<file path="src/rtl/addsub_pkg.sv">
// Shared op encoding for the segmented add/subtract pipeline.
package addsub_pkg;

    typedef enum logic {
        OP_ADD = 1'b0,
        OP_SUB = 1'b1
    } op_e;

endpackage

</file>
<file path="src/rtl/addsub_seg.sv">
// One carry-chain segment: SEG-bit add, result/carry/valid registered in 1 cycle.
// Holds every register while i_en is low; reset clears all state.
module addsub_seg #(
    parameter int SEG = 4
) (
    input  logic           clk,
    input  logic           reset,
    input  logic           i_en,
    input  logic           i_vld,
    input  logic [SEG-1:0] i_a,
    input  logic [SEG-1:0] i_b,
    input  logic           i_c,
    output logic           o_vld,
    output logic [SEG-1:0] o_sum,
    output logic           o_co,
    output logic           o_cmsb
);

    logic [SEG:0] w_add;
    logic         w_cmsb;

    assign w_add  = {1'b0, i_a} + {1'b0, i_b} + {{SEG{1'b0}}, i_c};
    // carry into the segment MSB recovered from its sum bit; valid for SEG=1 too
    assign w_cmsb = w_add[SEG-1] ^ i_a[SEG-1] ^ i_b[SEG-1];

    always_ff @(posedge clk) begin
        if (reset) begin
            o_vld  <= 1'b0;
            o_sum  <= '0;
            o_co   <= 1'b0;
            o_cmsb <= 1'b0;
        end else if (i_en) begin
            o_vld  <= i_vld;
            o_sum  <= w_add[SEG-1:0];
            o_co   <= w_add[SEG];
            o_cmsb <= w_cmsb;
        end
    end

endmodule

</file>
<file path="src/rtl/pipe_addsub.sv">
// Pipelined add/subtract, carry chain split into WIDTH/SEG stages; latency WIDTH/SEG cycles.
// Whole pipe holds when out_valid && !out_ready; PIPE_ADDSUB_SAT_EN adds signed saturation.
module pipe_addsub #(
    parameter int WIDTH = 16,
    parameter int SEG   = 4
) (
    input  logic             clk,
    input  logic             reset,
    input  logic             in_valid,
    output logic             in_ready,
    input  logic [WIDTH-1:0] a,
    input  logic [WIDTH-1:0] b,
    input  logic             cin,
    input  logic             op,
    output logic             out_valid,
    input  logic             out_ready,
    output logic [WIDTH-1:0] sum,
    output logic             cout,
    output logic             ovf,
    output logic             zero
);

    import addsub_pkg::*;

    localparam int N = WIDTH / SEG;

    logic             w_en;
    logic [WIDTH-1:0] w_bx;
    logic             w_c0;

    logic [N-1:0]     w_vi, w_ci, w_vo, w_co, w_cmsb;
    logic [WIDTH-1:0] w_ai [N];
    logic [WIDTH-1:0] w_bi [N];
    logic [WIDTH-1:0] w_si [N];
    logic [WIDTH-1:0] w_so [N];
    logic [SEG-1:0]   w_seg [N];

    // operands still to be added and sum bits already produced, one word per stage
    logic [WIDTH-1:0] r_a [N];
    logic [WIDTH-1:0] r_b [N];
    logic [WIDTH-1:0] r_s [N];

    logic [WIDTH-1:0] w_raw;
    logic [WIDTH-1:0] w_sum;
    logic             w_cout;
    logic             w_ovf;

    assign w_en = !out_valid || out_ready;
    assign w_bx = (op == OP_SUB) ? ~b : b;
    assign w_c0 = (op == OP_SUB) ? 1'b1 : cin;

    for (genvar k = 0; k < N; k++) begin : g_stg
        if (k == 0) begin : g_first
            assign w_vi[k] = in_valid;
            assign w_ci[k] = w_c0;
            assign w_ai[k] = a;
            assign w_bi[k] = w_bx;
            assign w_si[k] = '0;
        end else begin : g_next
            assign w_vi[k] = w_vo[k-1];
            assign w_ci[k] = w_co[k-1];
            assign w_ai[k] = r_a[k-1];
            assign w_bi[k] = r_b[k-1];
            assign w_si[k] = w_so[k-1];
        end

        addsub_seg #(
            .SEG(SEG)
        ) u_seg (
            .clk    (clk),
            .reset  (reset),
            .i_en   (w_en),
            .i_vld  (w_vi[k]),
            .i_a    (w_ai[k][k*SEG +: SEG]),
            .i_b    (w_bi[k][k*SEG +: SEG]),
            .i_c    (w_ci[k]),
            .o_vld  (w_vo[k]),
            .o_sum  (w_seg[k]),
            .o_co   (w_co[k]),
            .o_cmsb (w_cmsb[k])
        );

        // r_s[k] only carries bits below segment k, so the new segment can be OR-ed in
        assign w_so[k] = r_s[k] | (WIDTH'(w_seg[k]) << (k*SEG));
    end

    always_ff @(posedge clk) begin
        if (reset) begin
            for (int k = 0; k < N; k++) begin
                r_a[k] <= '0;
                r_b[k] <= '0;
                r_s[k] <= '0;
            end
        end else if (w_en) begin
            for (int k = 0; k < N; k++) begin
                r_a[k] <= w_ai[k];
                r_b[k] <= w_bi[k];
                r_s[k] <= w_si[k];
            end
        end
    end

    assign w_raw  = w_so[N-1];
    assign w_cout = w_co[N-1];
    assign w_ovf  = w_cmsb[N-1] ^ w_cout;

`ifdef PIPE_ADDSUB_SAT_EN
    // a wrapped negative-looking result means the true value overflowed positive
    always_comb begin
        w_sum = w_raw;
        if (w_ovf) begin
            w_sum = w_raw[WIDTH-1] ? {1'b0, {(WIDTH-1){1'b1}}} : {1'b1, {(WIDTH-1){1'b0}}};
        end
    end
`else
    assign w_sum = w_raw;
`endif

    assign in_ready  = w_en;
    assign out_valid = w_vo[N-1];
    assign sum       = w_sum;
    assign cout      = w_cout;
    assign ovf       = w_ovf;
    assign zero      = out_valid && (w_sum == '0);

endmodule

</file>
<file path="config.mk">
export PLATFORM = sky130hd
export DESIGN_NAME = pipe_addsub
export DESIGN_NICKNAME = d
export VERILOG_FILES = /design/src/rtl/addsub_pkg.sv /design/src/rtl/addsub_seg.sv /design/src/rtl/pipe_addsub.sv
export SDC_FILE = /design/constraint.sdc
export NUM_CORES = 1
export LEC_CHECK = 0
export CAP_MARGIN = 20
export CORE_UTILIZATION = 54
export CTS_CLUSTER_DIAMETER = 80
export DETAILED_ROUTE_END_ITERATION = 12
export PLACE_DENSITY = 0.79
export SLEW_MARGIN = 10
export SYNTH_ARGS = -nofsm -noshare
export SYNTH_HDL_FRONTEND = slang
export SYNTH_SLANG_ARGS = --single-unit
</file>
<file path="constraint.sdc">
create_clock -name clk -period 3.4 [get_ports clk]
set_input_delay 0.68 -clock clk [delete_from_list [all_inputs] [get_ports clk]]
set_output_delay 0.68 -clock clk [all_outputs]
set_load 0.005 [all_outputs]
</file>
==> results of run 1 <==
[kinds of logic after synthesis]
logic type,count (synthesis)
adders and majority gates,20
DFF,97
and+or+nand+nor,138
xor gates and xnor gates,20
AOI/OAI and AO/OA,37
buffers and inverters,35
[per-stage QoR]
stage	cells	setup WS [ns]	power (uW)	instance area [sq um]	util
final	515	0.631	2330	5180	0.671
after global routing	515	0.519	2430	5180	0.671
after CTS	515	0.545	2350	5180	0.671
after detailed placement	499	0.609	1660	4990	0.646
after global placement	499	0.676	1650	4990	0.646
after floorplan	347	0.280	1550	4300	-
[flip-flops by register name (all words and copies together) (netlist names)]
| signal | cells |
|---|---|
| g_stg.u_seg.o_cmsb | 1 |
| g_stg.u_seg.o_co | 4 |
| g_stg.u_seg.o_sum | 16 |
| g_stg.u_seg.o_vld | 4 |
| r_a | 24 |
| r_b | 24 |
| r_s | 24 |
[per-layer routing]
layer | wire (um) | GRT usage | up-vias
met5 | 0 | 0 | -
met4 | 114 | 0.0899 | 0
met3 | 231 | 0.0293 | 11
met2 | 3160 | 0.284 | 65
met1 | 2820 | 0.210 | 1211
li1 | - | - | 1299
[cell usage after synthesis]
cell and n:
nor2_1 31, edfxtp_1 72, inv_2 1, ha_1 12, a221oi_1 1, or2_2 1
or4_1 3, xnor2_1 14, nand4_1 1, o21ai_0 9, a21o_1 3, and3_1 1
buf_6 1, xor2_1 5, and2_1 60, clkbuf_1 8, nand2b_1 2, nor4b_1 1
buf_2 6, nor2b_4 1, buf_4 2, nor4_1 3, dfxtp_1 25, xor3_1 1
a21oi_1 16, nand3b_1 5, nand4b_1 3, a211oi_1 8, fa_1 8, nand2_1 19
inv_1 17, nand3_1 3, nor2b_1 4
[layout make-up]
type	count	area [sq um]
Sequential cell	97	2660
Clock inverter	7	63.8
Timing Repair Buffer	67	648
Clock buffer	9	124
Inverter	18	67.6
Multi-Input combinational cell	215	1490
Tap cell	102	128
Fill cell	576	2540
[worst paths after layout]
| kind | endpoint | startpoint | cells after the start | slack (ns) |
|---|---|---|---|---|
| hold / removal | g_stg[1].u_seg.o_sum[0] | g_stg[1].u_seg.o_sum[0] | 2 | 0.46 |
| setup / recovery | zero | r_s[3][5] | 4 | 0.63 |
| setup reg to reg | g_stg[3].u_seg.o_co | g_stg[2].u_seg.o_co | 6 | 1.63 |
| hold reg to reg | g_stg[1].u_seg.o_sum[0] | g_stg[1].u_seg.o_sum[0] | 2 | 0.46 |
[worst register-to-register path: cells and delay by family, from the launching register on]
| family | cells | cell delay, ns |
|---|---|---|
| DFF | 1 | 0.32 |
| AOI/OAI and AO/OA | 2 | 0.29 |
| buffers and inverters | 1 | 0.06 |
| adders and majority gates | 2 | 0.87 |
| and+or+nand+nor | 1 | 0.16 |
[power by group through the flow]
stage / clock (uW) / combinational (uW) / sequential [uW]
after floorplan: 0 / 148 / 1400
after global placement: 0 / 244 / 1410
after detailed placement: 0 / 253 / 1410
after CTS: 711 / 255 / 1380
after global routing: 757 / 285 / 1390
final: 698 / 252 / 1380
==> impl_metrics.toml, run 1 <==
[cells_and_area]
final_common_cell = "edfxtp_1"
drive_above_1_share = 0.0726
mostFrequentLayoutCells = "72 x edfxtp_1, 60 x and2_1, 58 x clkdlybuf4s50_1"
syn_to_final_growth_pct = 20.7
finalNetCount = 466
diodes = 0

[worst_setup_path]
worst-path-max-fanout = 2
slowest_stage = "clkdlybuf4s50_1"
critPathRequiredTime_ns = 2.72
path_common_cell = "nor4_1"
path_buf_inv = 1
cp_cell_sequence = "nor4_1 > nand4_1 > nor4_1 > clkdlybuf4s50_1"
critPathKind = "register to output pin"
worstSetupStartpointType = "register"
cpPeakStageDelay_ns = 0.55
crit_family = "simple AND/OR/NAND/NOR gates"
end_kind = "output pin"
cp.arrival_ns = 2.09

[yosys]
yosys.area.top_type_share = 0.503
yosys_warnings = 0
netlist_top_cells_area = "edfxtp_1 50%, dfxtp_1 12%, and2_1 8.7%"
synth-seq-cells = 97
synth_top_family_by_area = "simple AND/OR/NAND/NOR gates"
synth.avg_cell_area_sq_um = 12.4
syn-num-nets = 405
synth_xor_area_frac = 0.0443
synth_compound_area_frac = 0.0504
synth.largest_area_cell = "edfxtp_1"
synthCells = 347
yosysUniqueCellTypes = 33
synth_fa_ha_area_frac = 0.0722
syn_area_sq_um = 4300
synthSimpleGateAreaFrac = 0.177
synth.mux.area_fraction = 0
ys_seq_area_frac = 0.620

[clocking]
clkSinkCount = 97
htree_num_levels = 3
cts_tree = "built"
ctsResizeCount = 0
cts_setup_buffers = 0
cts.clk_slew.worst_paths_ns = 0.10
cts-root-buf = "clkbuf_8"
tritoncts.num_buffers = 9
cts_hold_buf = 0
clk_latency_ns = 0.36
ctsLongestPathBuffers = 2

[die]
initial_core_util = 0.556
die_area_sq_um = 8310
core_area_sq_um = 7730
die_x_um = 91.2
die_y_um = 91.2
pin_count = 59
num_rows = 32

[pwr]
switching_share = 0.238
p_comb_frac = 0.108
p_int_uw = 1780
power_frac_clock = 0.299
p_per_area_nw_per_um2 = 450
seqPwrFrac = 0.593
vdd_drop_max_uv = 297
power.switching_uw = 556
p_leak_uw = 0.00209

[timing]
rsz0062_at_grt = "false"
finalCriticalPeriod_ns = 2.77
fin_skew_ns = 0.00943
fin_crit_sh = 0.814
final.setup.tns_ns = 0
max_freq_mhz = 361
setup_violations = 0
hold_violations = 0
slew_violations = 0
holdWs_ns = 0.457
slew_headroom = 0.634
worst_slew_pin_slew_ns = 0.548

[grt]
antenna_found_initial = 0
track_usage = 0.169
grt-ovfl-total = 0
grt_max_degree = 40
grt_pass1_wl_mm = 11.0
first_global_vias = 2481

[route]
ant_nets = 0
viasPerCell = 5.02
dr.pass1.iters = 4
totalWireLength_mm = 6.32
drcViolationCount = 0
post_drt_wl_per_cell_um = 12.3
drt_first_iter_violations = 111
via_count = 2586

[placed_design]
gp_routability_congestion = 0.760
dpl.hpwl_mm = 4.47
port_buffers = 58

[run]
drv_cap = 0

[hold_path]
hold_path.class = "register to register"

[run_status]
status = "finished clean"
(Power assumes the default switching activity.)
==> run 2, diff against run 1 <==
--- a/config.mk
+++ b/config.mk
@@ -6,10 +6,10 @@
 export NUM_CORES = 1
 export LEC_CHECK = 0
 export CAP_MARGIN = 20
-export CORE_UTILIZATION = 54
+export CORE_UTILIZATION = 49
 export CTS_CLUSTER_DIAMETER = 80
 export DETAILED_ROUTE_END_ITERATION = 12
-export PLACE_DENSITY = 0.79
+export PLACE_DENSITY = 0.75
 export SLEW_MARGIN = 10
 export SYNTH_ARGS = -nofsm -noshare
 export SYNTH_HDL_FRONTEND = slang
==> constraint.sdc (replaced) <==
create_clock -name clk -period 2.4 [get_ports clk]
set_input_delay 0.48 -clock clk [delete_from_list [all_inputs] [get_ports clk]]
set_output_delay 0.48 -clock clk [all_outputs]
set_load 0.005 [all_outputs]
==> run 2 against run 1 <==
Effect of this change: global-route usage decreased by 0.33 points; critical path depth rose by 4; flip-flop and latch count unchanged; design area up 1.9%; sequential power is 42% higher; sequential share of layout area shrank 0.94 points; register-to-register slack worse by 0.99 ns; setup slack got worse by 0.39 ns; clock-buffer cell count up 1; total power grew 50%; combinational power up 44%; worst hold slack got worse by 0.0056 ns; critical endpoint is now g_stg[0].u_seg.o_co.
==> impl_metrics.toml, run 2 (synthesis gave the netlist of run 1 again) <==
[run_status]
status = "finished clean"

[timing]
finalCriticalPeriod_ns = 2.16
worst_slew_pin_slew_ns = 0.391
slew_violations = 0
fin_skew_ns = 0.0101
holdWs_ns = 0.451
hold_violations = 0
max_freq_mhz = 463
setup_violations = 0
slew_headroom = 0.738
fin_crit_sh = 0.901
rsz0062_at_grt = "false"

[clocking]
htree_num_levels = 3
cts_setup_buffers = 0
cts.clk_slew.worst_paths_ns = 0.09
cts_tree = "built"
clkSinkCount = 97
ctsLongestPathBuffers = 2
tritoncts.num_buffers = 9
cts-root-buf = "clkbuf_8"
clk_latency_ns = 0.36

[die]
die_x_um = 95.6
initial_core_util = 0.515
die_y_um = 95.6
pin_count = 59
num_rows = 33
die_area_sq_um = 9140
core_area_sq_um = 8340

[grt]
first_global_vias = 2472
grt-ovfl-total = 0
grt_pass1_wl_mm = 11.3
track_usage = 0.166
antenna_found_initial = 0
grt_max_degree = 54

[placed_design]
gp_routability_congestion = 0.793
port_buffers = 58
dpl.hpwl_mm = 4.62
dp.cells = 505
place_area_sq_um = 5050

[route]
drt_first_iter_violations = 137
post_drt_wl_per_cell_um = 13.0
viasPerCell = 5.05
dr.pass1.iters = 4
drcViolationCount = 0
totalWireLength_mm = 6.76
ant_nets = 0
via_count = 2629

[cells_and_area]
syn_to_final_growth_pct = 22.9
layout.cells.non_filler = 521
drive_above_1_share = 0.0793
largest_registers = "r_a (24), r_b (24), r_s (24)"
utilization = 0.633
finalInstanceArea_sq_um = 5280
finalNetCount = 469
fill_cells = 661
final_common_cell = "edfxtp_1"
diodes = 0
mostFrequentLayoutCells = "72 x edfxtp_1, 60 x and2_1, 57 x clkdlybuf4s50_1"

[pwr]
p_per_area_nw_per_um2 = 663
vdd_drop_max_uv = 356
finalPower_uw = 3500
p_leak_uw = 0.00215

[hold_path]
hold_path.class = "register to register"

[worst_setup_path]
critPathKind = "input port to register"
worstSetupStartpointType = "input port"
worst-path-max-fanout = 4
end_kind = "register"
cp.arrival_ns = 2.44
critPathRequiredTime_ns = 2.68

[run]
drv_cap = 0
-- run 2: final timing paths --
check	startpoint	to	depth (start not counted)	slack, ns
max	op	g_stg[0].u_seg.o_co	8	0.24
min	g_stg[0].u_seg.o_vld	g_stg[0].u_seg.o_vld	2	0.45
max reg2reg	g_stg[2].u_seg.o_co	g_stg[3].u_seg.o_co	6	0.64
min reg2reg	g_stg[0].u_seg.o_vld	g_stg[0].u_seg.o_vld	2	0.45
-- run 2: routing by layer --
metal | up-vias | track usage | routed length [um]
met5 | - | 0 | 0
met4 | 0 | 0.0983 | 187
met3 | 15 | 0.0311 | 288
met2 | 77 | 0.262 | 3210
met1 | 1229 | 0.213 | 3070
li1 | 1308 | - | -
-- run 2: area by class of cell --
| type | count | area [sq um] | share of cell area |
|---|---|---|---|
| clock inverter | 6 | 90.1 | 0.0171 |
| clock buffer | 10 | 138 | 0.0261 |
| tap | 105 | 131 | 0.0249 |
| timing repair buffer | 70 | 694 | 0.132 |
| sequential | 97 | 2660 | 0.504 |
| inverter | 18 | 67.6 | 0.0128 |
| multi-input combinational | 215 | 1500 | 0.283 |
-- run 2: report_power, final --
group / switching [uW] / leakage [uW] / internal (uW)
Clock: 558 / 0.000115 / 619
Sequential: 44.2 / 0.00106 / 1910
Combinational: 154 / 0.000973 / 210
Total: 756 / 0.00215 / 2740
-- run 2: worst max-delay path, cell delays in order --
cell and delay [ns]:
clkdlybuf4s50_1 0.57, xor2_1 0.24, fa_1 0.23, inv_1 0.05, fa_1 0.38, nor2b_1 0.17, o21ai_0 0.11, a211oi_1 0.21
-- run 2: what timing repair did --
| action | 4_1_cts | 5_1_grt |
|---|---|---|
| hold buffers | 0 | 0 |
| gates resized for setup | 2 | 0 |
| endpoints found under the setup margin | 1 | 0 |
-- run 2: stage by stage --
stage	TNS, ns	worst slack [ns]
2_1_floorplan	0	0.157
3_3_place_gp	-0.0443	-0.0389
3_5_place_dp	-0.313	-0.146
4_1_cts	0	0.221
5_1_grt	0	0.0900
6_report	0	0.239
